===== config.mk =====
export PLATFORM = sky130hd
export DESIGN_NAME = ycbcr422_packer
export DESIGN_NICKNAME = d
export VERILOG_FILES = /design/src/rtl/ycbcr422_packer.sv
export SDC_FILE = /design/constraint.sdc
export NUM_CORES = 1
export LEC_CHECK = 0
export BUFFER_PORTS_ARGS = -buffer_cell sky130_fd_sc_hd__buf_2
export CORE_ASPECT_RATIO = 1.5
export CORE_UTILIZATION = 55
export CTS_CLUSTER_SIZE = 40
export DETAILED_ROUTE_END_ITERATION = 7
export GPL_TIMING_DRIVEN = 1
export PLACE_DENSITY = 0.72
export SETUP_SLACK_MARGIN = 0.1
export SLEW_MARGIN = 20
export SYNTH_ARGS = -nofsm -noshare
export SYNTH_HDL_FRONTEND = slang
export SYNTH_SLANG_ARGS = --single-unit

===== constraint.sdc =====
create_clock -name i_clk_74M -period 8.16 [get_ports i_clk_74M]
set_input_delay 0.816 -clock i_clk_74M [delete_from_list [all_inputs] [get_ports i_clk_74M]]
set_output_delay 0.816 -clock i_clk_74M [all_outputs]
set_load 0.1 [all_outputs]

===== src/rtl/ycbcr422_packer.sv =====
// ycbcr422_packer
//
// Purpose:
//    Converts the decoded 24-bit RGB pixel stream into YCbCr 4:2:2 words for
//    the pixel FIFO drained by datacontroller. Each 29-bit word carries the
//    pixel's horizontal block index, line number, luma and one chroma sample.
//    Pixels pair as (even col, odd col). The even word carries the averaged Cr
//    and the odd word carries the averaged Cb. A trailing unpaired even pixel
//    goes out alone with its own Cr. Words that meet a full FIFO are dropped,
//    never stalled, and the drop is flagged until the next frame start.
//
// Ports:
//    i_clk_74M    74.25 MHz pixel clock, the only clock
//    i_rst_n      synchronous active-low reset
//    i_de         data enable, high during active pixels
//    i_vsync      vertical sync, a rising edge marks frame start
//    i_r/i_g/i_b  8-bit pixel components, valid while i_de is high
//    i_fifo_full  downstream FIFO full
//    o_fifo_wr    FIFO write strobe
//    o_fifo_din   {x_count[1:0], y_count[10:0], Y[7:0], C[7:0]}
//    o_overflow   sticky: a word was dropped during this frame
//
// Pipeline: S1 input register, S2a products/sums, S2b shift/offset/clip,
// S3 pair hold register followed by the output register. A pixel sampled at
// edge t is written after edge t+4.

module ycbcr422_packer #(
   parameter int H_BLOCK = 640
) (
   input  logic        i_clk_74M,
   input  logic        i_rst_n,
   input  logic        i_de,
   input  logic        i_vsync,
   input  logic [7:0]  i_r,
   input  logic [7:0]  i_g,
   input  logic [7:0]  i_b,
   input  logic        i_fifo_full,
   output logic        o_fifo_wr,
   output logic [28:0] o_fifo_din,
   output logic        o_overflow
);

   localparam logic [10:0] BLK_LAST = 11'(H_BLOCK - 1);
   localparam logic [10:0] CNT_MAX  = 11'd2047;

   // S1 registers
   logic        armed_q;
   logic        s1De_q, s1Vs_q;
   logic [7:0]  s1R_q, s1G_q, s1B_q;
   logic        deDly_q, vsDly_q;

   // Counters
   logic [10:0] col_q, col_d;
   logic [10:0] blkPos_q, blkPos_d;
   logic [1:0]  blk_q, blk_d;
   logic [10:0] line_q, line_d;

   // S2a registers
   logic               s2aValid_q, s2aOdd_q;
   logic [1:0]         s2aX_q;
   logic [10:0]        s2aLine_q;
   logic signed [17:0] s2aSumY_q, s2aSumCb_q, s2aSumCr_q;

   // S2b registers
   logic        s2bValid_q, s2bOdd_q;
   logic [1:0]  s2bX_q;
   logic [10:0] s2bLine_q;
   logic [7:0]  s2bLuma_q, s2bCb_q, s2bCr_q;

   // S3 hold register
   logic        holdValid_q, holdValid_d;
   logic        holdEven_q, holdEven_d;
   logic [1:0]  holdX_q, holdX_d;
   logic [10:0] holdLine_q, holdLine_d;
   logic [7:0]  holdLuma_q, holdLuma_d;
   logic [7:0]  holdC_q, holdC_d;
   logic [7:0]  holdCb_q, holdCb_d;

   // Output registers
   logic        wr_q, wr_d;
   logic [28:0] din_q, din_d;
   logic        ovf_q, ovf_d;

   // Combinational helpers
   logic               deRise, deFall, vsRise;
   logic [10:0]        pixCol, pixBlkPos;
   logic [1:0]         pixBlk;
   logic               colSat;
   logic signed [17:0] rExt, gExt, bExt;
   logic signed [17:0] sumY_d, sumCb_d, sumCr_d;
   logic signed [17:0] lumaVal, cbVal, crVal;
   logic               pairNow;
   logic [8:0]         cbSum, crSum;
   logic [7:0]         outC;
   logic [28:0]        outWord;

   function automatic logic [7:0] clip8(input logic signed [17:0] v);
      if (v < 18'sd0) begin
         return 8'd0;
      end else if (v > 18'sd255) begin
         return 8'd255;
      end else begin
         return v[7:0];
      end
   endfunction

   // Input stage. armed_q stays low after reset until i_de is seen low, and
   // gates the data enable so that a line already in progress at reset never
   // produces edges, pixels or line increments.
   always_ff @(posedge i_clk_74M) begin
      if (!i_rst_n) begin
         armed_q <= 1'b0;
         s1De_q  <= 1'b0;
         s1Vs_q  <= 1'b0;
         s1R_q   <= 8'd0;
         s1G_q   <= 8'd0;
         s1B_q   <= 8'd0;
         deDly_q <= 1'b0;
         vsDly_q <= 1'b0;
      end else begin
         if (!i_de) begin
            armed_q <= 1'b1;
         end
         s1De_q  <= i_de & armed_q;
         s1Vs_q  <= i_vsync;
         s1R_q   <= i_r;
         s1G_q   <= i_g;
         s1B_q   <= i_b;
         deDly_q <= s1De_q;
         vsDly_q <= s1Vs_q;
      end
   end

   assign deRise = s1De_q & ~deDly_q;
   assign deFall = ~s1De_q & deDly_q;
   assign vsRise = s1Vs_q & ~vsDly_q;

   // The counters hold the position of the next pixel. The first pixel of a
   // line ignores them and starts from zero. The block index comes from an
   // intra-block position counter, so no divider is needed. It freezes once
   // the column saturates.
   always_comb begin
      pixCol    = deRise ? 11'd0 : col_q;
      pixBlkPos = deRise ? 11'd0 : blkPos_q;
      pixBlk    = deRise ? 2'd0 : blk_q;
      colSat    = (pixCol == CNT_MAX);
      col_d     = col_q;
      blkPos_d  = blkPos_q;
      blk_d     = blk_q;
      if (s1De_q) begin
         col_d    = colSat ? pixCol : pixCol + 11'd1;
         blkPos_d = pixBlkPos;
         blk_d    = pixBlk;
         if (!colSat) begin
            if (pixBlkPos == BLK_LAST) begin
               blkPos_d = 11'd0;
               blk_d    = (pixBlk == 2'd3) ? 2'd3 : pixBlk + 2'd1;
            end else begin
               blkPos_d = pixBlkPos + 11'd1;
            end
         end
      end
   end

   // The line counter clears at frame start, and that clear takes priority
   // over a coincident end of line.
   always_comb begin
      line_d = line_q;
      if (vsRise) begin
         line_d = 11'd0;
      end else if (deFall && (line_q != CNT_MAX)) begin
         line_d = line_q + 11'd1;
      end
   end

   always_ff @(posedge i_clk_74M) begin
      if (!i_rst_n) begin
         col_q    <= 11'd0;
         blkPos_q <= 11'd0;
         blk_q    <= 2'd0;
         line_q   <= 11'd0;
      end else begin
         col_q    <= col_d;
         blkPos_q <= blkPos_d;
         blk_q    <= blk_d;
         line_q   <= line_d;
      end
   end

   // Colour matrix products, all in signed 18-bit arithmetic.
   assign rExt = {10'd0, s1R_q};
   assign gExt = {10'd0, s1G_q};
   assign bExt = {10'd0, s1B_q};
   assign sumY_d  =  18'sd66 * rExt + 18'sd129 * gExt + 18'sd25 * bExt + 18'sd128;
   assign sumCb_d = -18'sd38 * rExt - 18'sd74 * gExt + 18'sd112 * bExt + 18'sd128;
   assign sumCr_d = 18'sd112 * rExt - 18'sd94 * gExt - 18'sd18 * bExt + 18'sd128;

   // S2a: register the sums together with the pixel's position tags.
   always_ff @(posedge i_clk_74M) begin
      if (!i_rst_n) begin
         s2aValid_q <= 1'b0;
         s2aOdd_q   <= 1'b0;
         s2aX_q     <= 2'd0;
         s2aLine_q  <= 11'd0;
         s2aSumY_q  <= 18'sd0;
         s2aSumCb_q <= 18'sd0;
         s2aSumCr_q <= 18'sd0;
      end else begin
         s2aValid_q <= s1De_q;
         s2aOdd_q   <= pixCol[0];
         s2aX_q     <= pixBlk;
         s2aLine_q  <= line_q;
         s2aSumY_q  <= sumY_d;
         s2aSumCb_q <= sumCb_d;
         s2aSumCr_q <= sumCr_d;
      end
   end

   // Floor shift (arithmetic), offset, then clip to 8 bits.
   assign lumaVal = (s2aSumY_q >>> 8) + 18'sd16;
   assign cbVal   = (s2aSumCb_q >>> 8) + 18'sd128;
   assign crVal   = (s2aSumCr_q >>> 8) + 18'sd128;

   always_ff @(posedge i_clk_74M) begin
      if (!i_rst_n) begin
         s2bValid_q <= 1'b0;
         s2bOdd_q   <= 1'b0;
         s2bX_q     <= 2'd0;
         s2bLine_q  <= 11'd0;
         s2bLuma_q  <= 8'd0;
         s2bCb_q    <= 8'd0;
         s2bCr_q    <= 8'd0;
      end else begin
         s2bValid_q <= s2aValid_q;
         s2bOdd_q   <= s2aOdd_q;
         s2bX_q     <= s2aX_q;
         s2bLine_q  <= s2aLine_q;
         s2bLuma_q  <= clip8(lumaVal);
         s2bCb_q    <= clip8(cbVal);
         s2bCr_q    <= clip8(crVal);
      end
   end

   // An even pixel waiting in the hold register pairs with the odd pixel
   // that is in S2b during the same cycle. The even word leaves with the
   // averaged Cr, and the odd pixel moves into the hold register with the
   // averaged Cb already computed. This keeps one word per clock. An even
   // pixel with no partner behind it leaves with its own Cr. A stray odd
   // pixel (only possible once the column saturates) keeps its own Cb.
   assign pairNow = holdValid_q & holdEven_q & s2bValid_q & s2bOdd_q;
   assign cbSum   = {1'b0, holdCb_q} + {1'b0, s2bCb_q} + 9'd1;
   assign crSum   = {1'b0, holdC_q} + {1'b0, s2bCr_q} + 9'd1;

   always_comb begin
      holdValid_d = s2bValid_q;
      holdEven_d  = holdEven_q;
      holdX_d     = holdX_q;
      holdLine_d  = holdLine_q;
      holdLuma_d  = holdLuma_q;
      holdC_d     = holdC_q;
      holdCb_d    = holdCb_q;
      if (s2bValid_q) begin
         holdX_d    = s2bX_q;
         holdLine_d = s2bLine_q;
         holdLuma_d = s2bLuma_q;
         holdCb_d   = s2bCb_q;
         if (pairNow) begin
            holdEven_d = 1'b0;
            holdC_d    = cbSum[8:1];
         end else if (!s2bOdd_q) begin
            holdEven_d = 1'b1;
            holdC_d    = s2bCr_q;
         end else begin
            holdEven_d = 1'b0;
            holdC_d    = s2bCb_q;
         end
      end
   end

   // A word that meets a full FIFO is dropped. In that case the data output
   // keeps its previous value and the drop sets the sticky flag. A drop in
   // the same cycle as a frame-start clear wins over the clear.
   always_comb begin
      outC    = (holdEven_q && pairNow) ? crSum[8:1] : holdC_q;
      outWord = {holdX_q, holdLine_q, holdLuma_q, outC};
      wr_d    = holdValid_q & ~i_fifo_full;
      din_d   = wr_d ? outWord : din_q;
      ovf_d   = ovf_q;
      if (holdValid_q && i_fifo_full) begin
         ovf_d = 1'b1;
      end else if (vsRise) begin
         ovf_d = 1'b0;
      end
   end

   always_ff @(posedge i_clk_74M) begin
      if (!i_rst_n) begin
         holdValid_q <= 1'b0;
         holdEven_q  <= 1'b0;
         holdX_q     <= 2'd0;
         holdLine_q  <= 11'd0;
         holdLuma_q  <= 8'd0;
         holdC_q     <= 8'd0;
         holdCb_q    <= 8'd0;
         wr_q        <= 1'b0;
         din_q       <= 29'd0;
         ovf_q       <= 1'b0;
      end else begin
         holdValid_q <= holdValid_d;
         holdEven_q  <= holdEven_d;
         holdX_q     <= holdX_d;
         holdLine_q  <= holdLine_d;
         holdLuma_q  <= holdLuma_d;
         holdC_q     <= holdC_d;
         holdCb_q    <= holdCb_d;
         wr_q        <= wr_d;
         din_q       <= din_d;
         ovf_q       <= ovf_d;
      end
   end

   assign o_fifo_wr  = wr_q;
   assign o_fifo_din = din_q;
   assign o_overflow = ovf_q;

endmodule


==> impl_metrics.tcl <==
set metrics [dict create \
    nNetsFinal 2227 \
    startpoint "s1G_q[7]" \
    yosysWarnings 0 \
    drv_cap 0 \
    cts_sinks 217 \
    worstPathRequired_ps 8580 \
    critPathCaptureType "flop" \
    holdPathStages 1 \
    netlist_area_um2 16420 \
    finalWorstSetupSlack_ps 1856 \
    die_h_um 213.6 \
    clock.fmax_mhz 158.6 \
    grt_pass1_wl_um 59370 \
    cts_setup_buffers 0 \
    setup_tns_ps 0 \
    worst_slew_pin_slew_ps 1003 \
    grt.overflow.total 0 \
    cp_slowest_cell "dfxtp_1" \
    ctsHoldBuffers 0 \
    netlist_instances 1779 \
    regArea_um2 4345 \
    path_cells "inv_1 -> fa_1 -> inv_1 -> fa_1 -> inv_1 -> fa_1 -> inv_1 -> ha_1 -> o21a_1 -> o31a_1 -> nor2_1 -> xor2_1 -> ha_1 -> a21oi_1 -> o21ai_0 -> a2111oi_1 -> nor2_1 -> xnor2_1 -> ha_1 -> ha_1 -> a21oi_1 -> o21bai_1 -> a211o_1 -> mux2i_1" \
    cts_buffers 22 \
    cts_tree "done" \
    io_buffers 59 \
    synth.top_cell.area_share_pct 26.46 \
    insertion_delay_ps 530 \
    areaGrowthSynthToFinish_pct 8.687 \
    setup_violations 0 \
    synth_area_leaders "dfxtp_1 26%, ha_1 21%, fa_1 11%, inv_1 4.7%, a21oi_1 3.1%" \
    multiInputGateArea_um2 11140 \
    synth_seq_cells 217 \
    clkTransAtPathRegs_ps 70 \
    grt_use_met3_pct 1.831 \
    min_to "s2bLine_q[5]" \
    antennaDiodeCount 0 \
    wl_per_cell_um 16.01 \
    dieArea_um2 30560 \
    num_io_pins 60 \
    core-area_um2 29380 \
    ys.flop_type "dfxtp_1" \
    via_count 12290 \
    path_class "flop to flop" \
    busiest_layer "met2" \
    status "finished clean" \
    reg2reg_to "s2aSumCr_q[15]" \
    clock-root-buffer "clkbuf_16" \
    ys_async_sr_fraction_pct 0 \
    htree_levels 1 \
    min_period_ps 6304 \
    drive_above_1_share_pct 6.681 \
    reg2regPathDepth 24 \
    die_w_um 143.1 \
    grt_pass1_vias 12460 \
    grt.met2_usage_pct 47.23 \
    via_per_inst 5.496 \
    reg2reg_from "s1G_q[7]" \
    hp-start "s2aLine_q[5]" \
    core.rowCount 77 \
    fin_crit_sh_pct 77.25 \
    finalHoldViolCount 0 \
    grt_usage_pct 24.52 \
    cp_slowest_stage_delay_ps 610 \
    remaining_drc_errors 0 \
    post_cts_resized 0 \
    synth.largest_area_cell "dfxtp_1" \
    hold_class "flop to flop" \
    worst_slew_margin_rel_pct 33.10 \
    synth_cell_type_count 71 \
    drv_slew 0 \
    dp_hpwl_um 28670 \
    syn_avg_cell_area_um2 9.230 \
    grtUsageMet1_pct 26.27 \
    fin_skew_ps 27.59 \
    rsz0062_at_grt "false" \
    drt-pass1-iter-count 7 \
    start_util_pct 55.88 \
    ys_seq_area_share_pct 26.46 \
    cts_buffer_depth 3 \
    antenna_found_initial 0 \
    gp_congestion 1.014 \
    r2r_slack_ps 1860 \
    drt_wl_total_um 35810 \
    grt_max_degree 107 \
    drt-initial-drc-count 487 \
    p_leak_nw 8.391 \
    syn_nets 2178 \
    ir_drop_uv 281.3 \
    power_density_nw_per_um2 311.6 \
    start_kind "flop" \
    crit_path_max_fanout 10 \
    synth_edf_count 0 \
    cp.arrival_ps 6720 \
    antenna_left 0 \
    fillers 2555 \
    place_ws_ps 1899 \
]
==> flip-flops by register name, summed over array words and instances (netlist names), 8 cells and up <==
name / cells
blkPos_q: 11
col_q: 11
holdC_q: 8
holdCb_q: 8
holdLine_q: 11
holdLuma_q: 8
line_q: 11
o_fifo_din: 29
s1B_q: 8
s1G_q: 8
s1R_q: 8
s2aLine_q: 11
s2aSumCb_q: 10
s2aSumCr_q: 10
s2aSumY_q: 10
s2bCb_q: 8
s2bCr_q: 8
s2bLine_q: 11
s2bLuma_q: 8
==> report_power, final <==
part	switching (W)	internal, W
Combinational	0.00176	0.00145
Sequential	0.000123	0.00120
Clock	0.000433	0.000592
==> synth_stat cells, types with 24 or more instances <==
| master | count |
|---|---|
| o21a_1 | 29 |
| nor3_1 | 24 |
| xnor2_1 | 50 |
| inv_1 | 207 |
| dfxtp_1 | 217 |
| nand3_1 | 28 |
| nand2_1 | 128 |
| o21ai_0 | 59 |
| clkbuf_1 | 30 |
| mux2i_1 | 46 |
| a21oi_1 | 103 |
| fa_1 | 90 |
| ha_1 | 280 |
| xor2_1 | 38 |
| nor2_1 | 104 |
| and2_1 | 75 |
==> cell type report <==
type,count,share of cell area [%]
multi-input combinational,1314,62.43
sequential,217,24.35
inverter,207,4.354
clock buffer,26,3.337
tap,395,2.769
timing repair buffer,66,1.963
clock inverter,11,0.7923
==> stage by stage <==
step | total power [W] | cell area, um2 | std cells | hold slack (ps) | util, %
floorplan | 0.003851 | 16420 | 1779 | 411.9 | -
global placement | 0.004451 | 17100 | 2199 | 413.7 | 58.21
detailed placement | 0.004525 | 17100 | 2199 | 420.8 | 58.21
CTS | 0.005590 | 17840 | 2236 | 438.0 | 60.72
global route | 0.006094 | 17850 | 2236 | 442.3 | 60.73
finish | 0.005561 | 17850 | 2236 | 433.4 | 60.73
==> routing by layer <==
metal	vias to the layer above	share of wire, %
met5	-	0
met4	0	5.4
met3	88	2.5
met2	215	52
met1	5797	40
li1	6189	-
==> placed cells by master, fill, tap and decap left out, types with 8 or more instances in the layout <==
| cell type | Yosys | layout |
|---|---|---|
| xor2_1 | 38 | 38 |
| or3_1 | 11 | 11 |
| nand2_1 | 128 | 128 |
| nand3_1 | 28 | 28 |
| a21oi_1 | 103 | 103 |
| nor2b_1 | 12 | 11 |
| nor2_1 | 104 | 104 |
| nand2b_1 | 15 | 15 |
| o211ai_1 | 15 | 15 |
| mux2i_1 | 46 | 46 |
| a31oi_1 | 11 | 11 |
| nand4_1 | 21 | 21 |
| clkbuf_16 | 0 | 22 |
| dfxtp_1 | 217 | 216 |
| and2_1 | 75 | 75 |
| buf_4 | 0 | 8 |
| o21ai_0 | 59 | 59 |
| o31ai_1 | 8 | 8 |
| o21bai_1 | 9 | 9 |
| fa_1 | 90 | 90 |
| xnor2_1 | 50 | 50 |
| a21o_1 | 23 | 23 |
| a21boi_0 | 10 | 10 |
| inv_1 | 207 | 206 |
| ha_1 | 280 | 280 |
| and3_1 | 17 | 17 |
| buf_2 | 2 | 58 |
| o21a_1 | 29 | 29 |
| nor3_1 | 24 | 24 |
==> logic make-up after synthesis <==
| logic type | count (synthesis) | share of synthesized area, % |
|---|---|---|
| multiplexers | 47 | 2.873 |
| AND/OR/NAND/NOR | 482 | 15.07 |
| buffers and inverters | 248 | 5.730 |
| flip-flops | 217 | 26.46 |
| AO/OA/AOI/OAI | 327 | 12.86 |
| XOR/XNOR | 88 | 4.694 |
| adder cells (fa/ha/maj) | 370 | 32.31 |
==> worst max-delay path by stage <==
stage,slack (ps),to
finish,1860,s2aSumCr_q[15]
global route,1410,s2aSumCr_q[16]
CTS,1870,s2aSumCb_q[16]
detailed placement,1900,s2aSumCr_q[15]
global placement,2060,s2aSumCr_q[15]
floorplan,2360,s2aSumCb_q[16]
==> worst max-delay path, delay by kind of cell (launching register included) <==
kind / cells / cell delay, ps
xor+xnor: 2 / 330
fa+ha+maj: 7 / 2820
flops: 1 / 610
compound gates: 8 / 1700
buf+inv: 4 / 350
simple gates: 2 / 250
mux: 1 / 130
No activity file was read; power rests on OpenSTA's default activity.
